--- src/rtl/mem_port_arbiter.sv ---
// mem_port_arbiter: shares the single memory port between instruction fetch
// and the load/store unit. LSU has priority; a starvation counter forces a
// fetch win after STARVE_LIMIT consecutive LSU wins over a pending fetch.
// One transaction is outstanding at most (IDLE -> REQ -> WAIT -> IDLE).
module mem_port_arbiter #(
  parameter int STARVE_LIMIT = 4
) (
  input  logic        i_clk,
  input  logic        i_reset,
  // instruction fetch port
  input  logic        i_if_req,
  input  logic [31:0] i_if_addr,
  output logic        o_if_gnt,
  output logic        o_if_rvalid,
  output logic [31:0] o_if_rdata,
  // load/store unit port
  input  logic        i_lsu_req,
  input  logic        i_lsu_we,
  input  logic [31:0] i_lsu_addr,
  input  logic [31:0] i_lsu_wdata,
  input  logic [3:0]  i_lsu_be,
  output logic        o_lsu_gnt,
  output logic        o_lsu_rvalid,
  output logic [31:0] o_lsu_rdata,
  // memory bus
  output logic        o_mem_req,
  output logic        o_mem_we,
  output logic [31:0] o_mem_addr,
  output logic [31:0] o_mem_wdata,
  output logic [3:0]  o_mem_be,
  input  logic        i_mem_gnt,
  input  logic        i_mem_rvalid,
  input  logic [31:0] i_mem_rdata,
  // status
  output logic        o_busy
);

  typedef enum logic [1:0] {
    IDLE = 2'd0,
    REQ  = 2'd1,
    WAIT = 2'd2
  } state_t;

  // Counter is 4 bits wide, enough for the full 1..15 limit range.
  localparam logic [3:0] LIMIT = 4'(STARVE_LIMIT);

  state_t      state_q, state_d;
  logic [3:0]  starve_cnt_q, starve_cnt_d;
  logic        owner_lsu_q, owner_lsu_d;
  logic        cmd_we_q, cmd_we_d;
  logic [31:0] cmd_addr_q, cmd_addr_d;
  logic [31:0] cmd_wdata_q, cmd_wdata_d;
  logic [3:0]  cmd_be_q, cmd_be_d;

  logic        lsu_wins;

  // LSU wins unless fetch is pending and has been starved to the limit.
  always_comb begin
    lsu_wins = i_lsu_req && !(i_if_req && (starve_cnt_q == LIMIT));
  end

  // Next-state, command latch, grant and completion steering.
  always_comb begin
    state_d      = state_q;
    starve_cnt_d = starve_cnt_q;
    owner_lsu_d  = owner_lsu_q;
    cmd_we_d     = cmd_we_q;
    cmd_addr_d   = cmd_addr_q;
    cmd_wdata_d  = cmd_wdata_q;
    cmd_be_d     = cmd_be_q;
    o_if_gnt     = 1'b0;
    o_lsu_gnt    = 1'b0;
    o_if_rvalid  = 1'b0;
    o_lsu_rvalid = 1'b0;

    case (state_q)
      IDLE: begin
        if (i_if_req || i_lsu_req) begin
          state_d = REQ;
          if (lsu_wins) begin
            o_lsu_gnt   = 1'b1;
            owner_lsu_d = 1'b1;
            cmd_we_d    = i_lsu_we;
            cmd_addr_d  = i_lsu_addr;
            cmd_wdata_d = i_lsu_wdata;
            cmd_be_d    = i_lsu_be;
            // Only a win over a pending fetch counts toward starvation.
            if (i_if_req && (starve_cnt_q != LIMIT)) begin
              starve_cnt_d = starve_cnt_q + 4'd1;
            end
          end else begin
            o_if_gnt     = 1'b1;
            owner_lsu_d  = 1'b0;
            cmd_we_d     = 1'b0;
            cmd_addr_d   = i_if_addr;
            cmd_wdata_d  = 32'd0;
            cmd_be_d     = 4'hF;
            starve_cnt_d = 4'd0;
          end
        end
      end
      REQ: begin
        // Any rvalid here is a protocol violation and is ignored.
        if (i_mem_gnt) begin
          state_d = WAIT;
        end
      end
      WAIT: begin
        if (i_mem_rvalid) begin
          o_lsu_rvalid = owner_lsu_q;
          o_if_rvalid  = !owner_lsu_q;
          state_d      = IDLE;
        end
      end
      default: begin
        state_d = IDLE;
      end
    endcase

    // Combinational handshakes are silenced while reset is applied so that
    // neither requester sees a grant or completion that will be abandoned.
    if (i_reset) begin
      o_if_gnt     = 1'b0;
      o_lsu_gnt    = 1'b0;
      o_if_rvalid  = 1'b0;
      o_lsu_rvalid = 1'b0;
    end
  end

  // State and command registers with synchronous reset.
  always_ff @(posedge i_clk) begin
    if (i_reset) begin
      state_q      <= IDLE;
      starve_cnt_q <= 4'd0;
      owner_lsu_q  <= 1'b0;
      cmd_we_q     <= 1'b0;
      cmd_addr_q   <= 32'd0;
      cmd_wdata_q  <= 32'd0;
      cmd_be_q     <= 4'd0;
    end else begin
      state_q      <= state_d;
      starve_cnt_q <= starve_cnt_d;
      owner_lsu_q  <= owner_lsu_d;
      cmd_we_q     <= cmd_we_d;
      cmd_addr_q   <= cmd_addr_d;
      cmd_wdata_q  <= cmd_wdata_d;
      cmd_be_q     <= cmd_be_d;
    end
  end

  // Memory bus and status are straight decodes of registered state.
  always_comb begin
    o_mem_req   = (state_q == REQ);
    o_mem_we    = cmd_we_q;
    o_mem_addr  = cmd_addr_q;
    o_mem_wdata = cmd_wdata_q;
    o_mem_be    = cmd_be_q;
    o_busy      = (state_q != IDLE);
    o_if_rdata  = i_mem_rdata;
    o_lsu_rdata = i_mem_rdata;
  end

endmodule

--- config.mk ---
export PLATFORM = sky130hd
export DESIGN_NAME = mem_port_arbiter
export DESIGN_NICKNAME = d
export VERILOG_FILES = /design/src/rtl/mem_port_arbiter.sv
export SDC_FILE = /design/constraint.sdc
export NUM_CORES = 1
export LEC_CHECK = 0
export ABC_AREA = 1
export CORE_AREA = 2 2 109 111
export DETAILED_ROUTE_END_ITERATION = 7
export DIE_AREA = 0 0 111 113
export DONT_BUFFER_PORTS = 1
export PLACE_DENSITY = 0.58
export SLEW_MARGIN = 30
export SYNTH_ARGS = -nofsm -noshare
export SYNTH_HDL_FRONTEND = slang
export SYNTH_SLANG_ARGS = --single-unit
--- constraint.sdc ---
create_clock -name i_clk -period 4.7 [get_ports i_clk]
set_input_delay 0.94 -clock i_clk [delete_from_list [all_inputs] [get_ports i_clk]]
set_output_delay 0.94 -clock i_clk [all_outputs]
set_load 0.05 [all_outputs]
==> out/qor.yml <==
setup_path:
  crit_type: "register to output port"
  cp_data_arrival_time_ns: 2.52
  critical_path_required_ns: 3.76
  max_stage_delay_ns: 0.40
  cp-start-kind: "register"
  end_kind: "output port"
  critPathSlowestCell: "nor2_4"
  reg2reg_from: "starve_cnt_q[0]$_SDFFE_PP0P_"
  r2r_end: "o_mem_wdata[25]$_SDFFE_PP0P_"
  worst-path-max-fanout: 34
  ff2ff_path_depth: 11
  r2r_slack_ns: 2.26
  crit_path_cell_trace: "inv_1 -> ha_1 -> nand2_1 -> inv_2 -> nand2_2 -> nand2_4 -> nor2_4 -> nand2_2 -> inv_4"
  cp_common_cell: "nand2_2"
  crit_family: "simple AND/OR/NAND/NOR gates"
  cp_num_buf_inv: 3
route:
  vias_per_cell: 5.13
  dr.pass1.iters: 4
  vias: 2968
  ant_nets: 0
  drcViolationCount: 0
  totalWireLength_um: 9810
  drt_iter0_drc: 171
  routedWlPerCell_um: 16.9
pwr:
  power_leakage_nw: 1.71
  powerDensity_nw_per_um2: 505
  irDropWorstVdd_v: 0.000272
synth:
  syn_inst: 512
  synthFlopType: "dfxtp_1"
  syn-cell-area_um2: 3740
  yosysWarnings: 0
  ys_seq_area_share_pct: 40.7
  syn-num-nets: 653
  ys_types: 25
  synth.ff_latch_count: 76
  synthArstFlopShare_pct: 0
  synth_enable_flop_cells: 0
  postSynthAreaPerCell_um2: 7.30
global_routing:
  grt_pass1_wl_um: 15000
  grt-ovfl-total: 0
  antenna_found_initial: 0
  grt_max_degree: 67
  grtUsageTotal_pct: 15.3
  grt_pass1_vias: 2810
sta:
  maxSlewViolCount: 0
  fmax_mhz: 289
  worst_pin_slew_ns: 0.904
  layout_min_cycle_time_ns: 3.46
  slew_headroom_pct: 39.5
  timing.setup.tns_ns: 0
  hold_viol: 0
  min_period_over_period_pct: 73.7
  fin_skew_ns: 0.00684
  setup_violations: 0
  rsz0062_at_grt: "no"
final_layout:
  multi_input_area_um2: 1460
  fin_cells: 579
  register_area_um2: 1520
  diodes: 0
  layout_commonest_cell: "nand2_1"
  design_area_um2: 3630
  drive_above_1_share_pct: 7.57
  layout_common_cells: "nand2_1, nand3_1, dfxtp_1"
  fillerInstances: 1164
  syn_to_final_growth_pct: -2.91
  final_nets: 572
floorplanning:
  fp.dieH_um: 113
  die_x_um: 111
  coreArea_um2: 11300
  start_util_pct: 33.2
  rows: 39
  die_area_um2: 12500
  ios: 278
run_status:
  status: "complete, no violations"
clock_tree:
  clock_latency_ns: 0.33
  clk_pin_slew_ns: 0.05
  holdBufCountCts: 0
  numCtsBuffers: 9
  clock_sinks: 76
  cts_root_buf: "clkbuf_16"
  cts_tree: "built"
  htree_levels: 3
  clock_path_buffers: 2
  postCtsSetupBuffers: 0
  ctsResizeCount: 0
placed_design:
  dp_cells: 563
  gp_congestion: 0.747
  place_area_um2: 3300
  dp_hpwl_um: 6960
  io_buffers: 0
worst_hold_path:
  whs_path_depth: 2
  hp-start: "starve_cnt_q[0]$_SDFFE_PP0P_"
  hold_path.class: "register to register"
  hold_end: "starve_cnt_q[0]$_SDFFE_PP0P_"
run:
  maxCapViolCount: 0
synth_stat cells, types with 3 or more instances:
cell type	number	area [um^2]
nand2_1	138	518
nand3_1	104	521
dfxtp_1	76	1520
buf_4	65	488
inv_1	27	101
nand4_1	25	156
nor2_1	18	67.6
buf_2	15	75.1
clkbuf_1	6	22.5
buf_1	5	18.8
buf_6	5	56.3
o21ai_1	4	20.0
a21oi_1	3	15.0
nand2_2	3	18.8
nor2_4	3	33.8
nor3_1	3	15.0
how the worst max path moves through the flow:
stage	from	to	slack, ns	depth (start not counted)
floorplan	i_reset	o_if_rvalid	1.57	2
global placement	i_if_req	o_lsu_gnt	1.29	7
detailed placement	i_if_req	o_lsu_gnt	1.23	7
CTS	starve_cnt_q[0]$_SDFFE_PP0P_	o_lsu_gnt	1.19	9
global route	starve_cnt_q[0]$_SDFFE_PP0P_	o_lsu_gnt	1.02	9
finish	starve_cnt_q[0]$_SDFFE_PP0P_	o_lsu_gnt	1.24	9
through the flow:
| stage | total power [mW] | hold slack, ns | worst slack, ns | util [%] |
|---|---|---|---|---|
| 6_report | 1.83 | 0.505 | 1.24 | 32.2 |
| 5_1_grt | 1.92 | 0.539 | 1.02 | 32.2 |
| 4_1_cts | 1.86 | 0.503 | 1.19 | 32.2 |
| 3_5_place_dp | 1.10 | 0.494 | 1.23 | 29.3 |
| 3_3_place_gp | 1.09 | 0.482 | 1.29 | 29.3 |
| 2_1_floorplan | 1.21 | 0.471 | 1.57 | - |
logic make-up (layout without fill, tap and decap cells):
family	Yosys count	count (layout)	synth area share (%)
buffers and inverters	126	50	20.7
adders and majority gates	2	2	0.669
AOI/OAI and AO/OA	10	10	1.44
DFF	76	76	40.7
and+or+nand+nor	297	297	36.2
xor gates and xnor gates	1	1	0.234
report_power, final:
| part | switching, mW | leakage, nW | internal [mW] |
|---|---|---|---|
| Sequential | 0.201 | 0.624 | 0.696 |
| Combinational | 0.133 | 0.929 | 0.0519 |
| Clock | 0.270 | 0.156 | 0.481 |
flip-flops by register name, summed over array words and instances (netlist names):
name          flops
state_q           2
o_mem_be          4
starve_cnt_q      4
o_mem_addr       32
o_mem_wdata      32
o_mem_we          1
owner_lsu_q       1
per-layer routing:
metal	vias to the layer above	track usage (%)	wire, um
li1	1434	-	-
met1	1331	17.1	3660
met2	159	24.9	4640
met3	44	5.30	1100
met4	0	9.83	405
met5	-	0	0
layout make-up:
| type | instances | area share [%] |
|---|---|---|
| clock inverters | 5 | 2.34 |
| clock buffers | 11 | 6.69 |
| multi-input cells | 310 | 40.1 |
| inverters | 30 | 3.17 |
| repair buffers | 4 | 0.827 |
| flip-flops and latches | 76 | 41.9 |
| well taps | 143 | 4.93 |
worst register-to-register path, stage by stage (launching register included):
cell,delay (ns)
dfxtp_1,0.37
inv_1,0.08
ha_1,0.20
nand2_1,0.09
inv_2,0.04
nand2_2,0.23
nand2_4,0.28
nor2_4,0.41
nand2_2,0.12
inv_4,0.37
nand2_1,0.13
nand2_1,0.08
(Power assumes the default switching activity.)
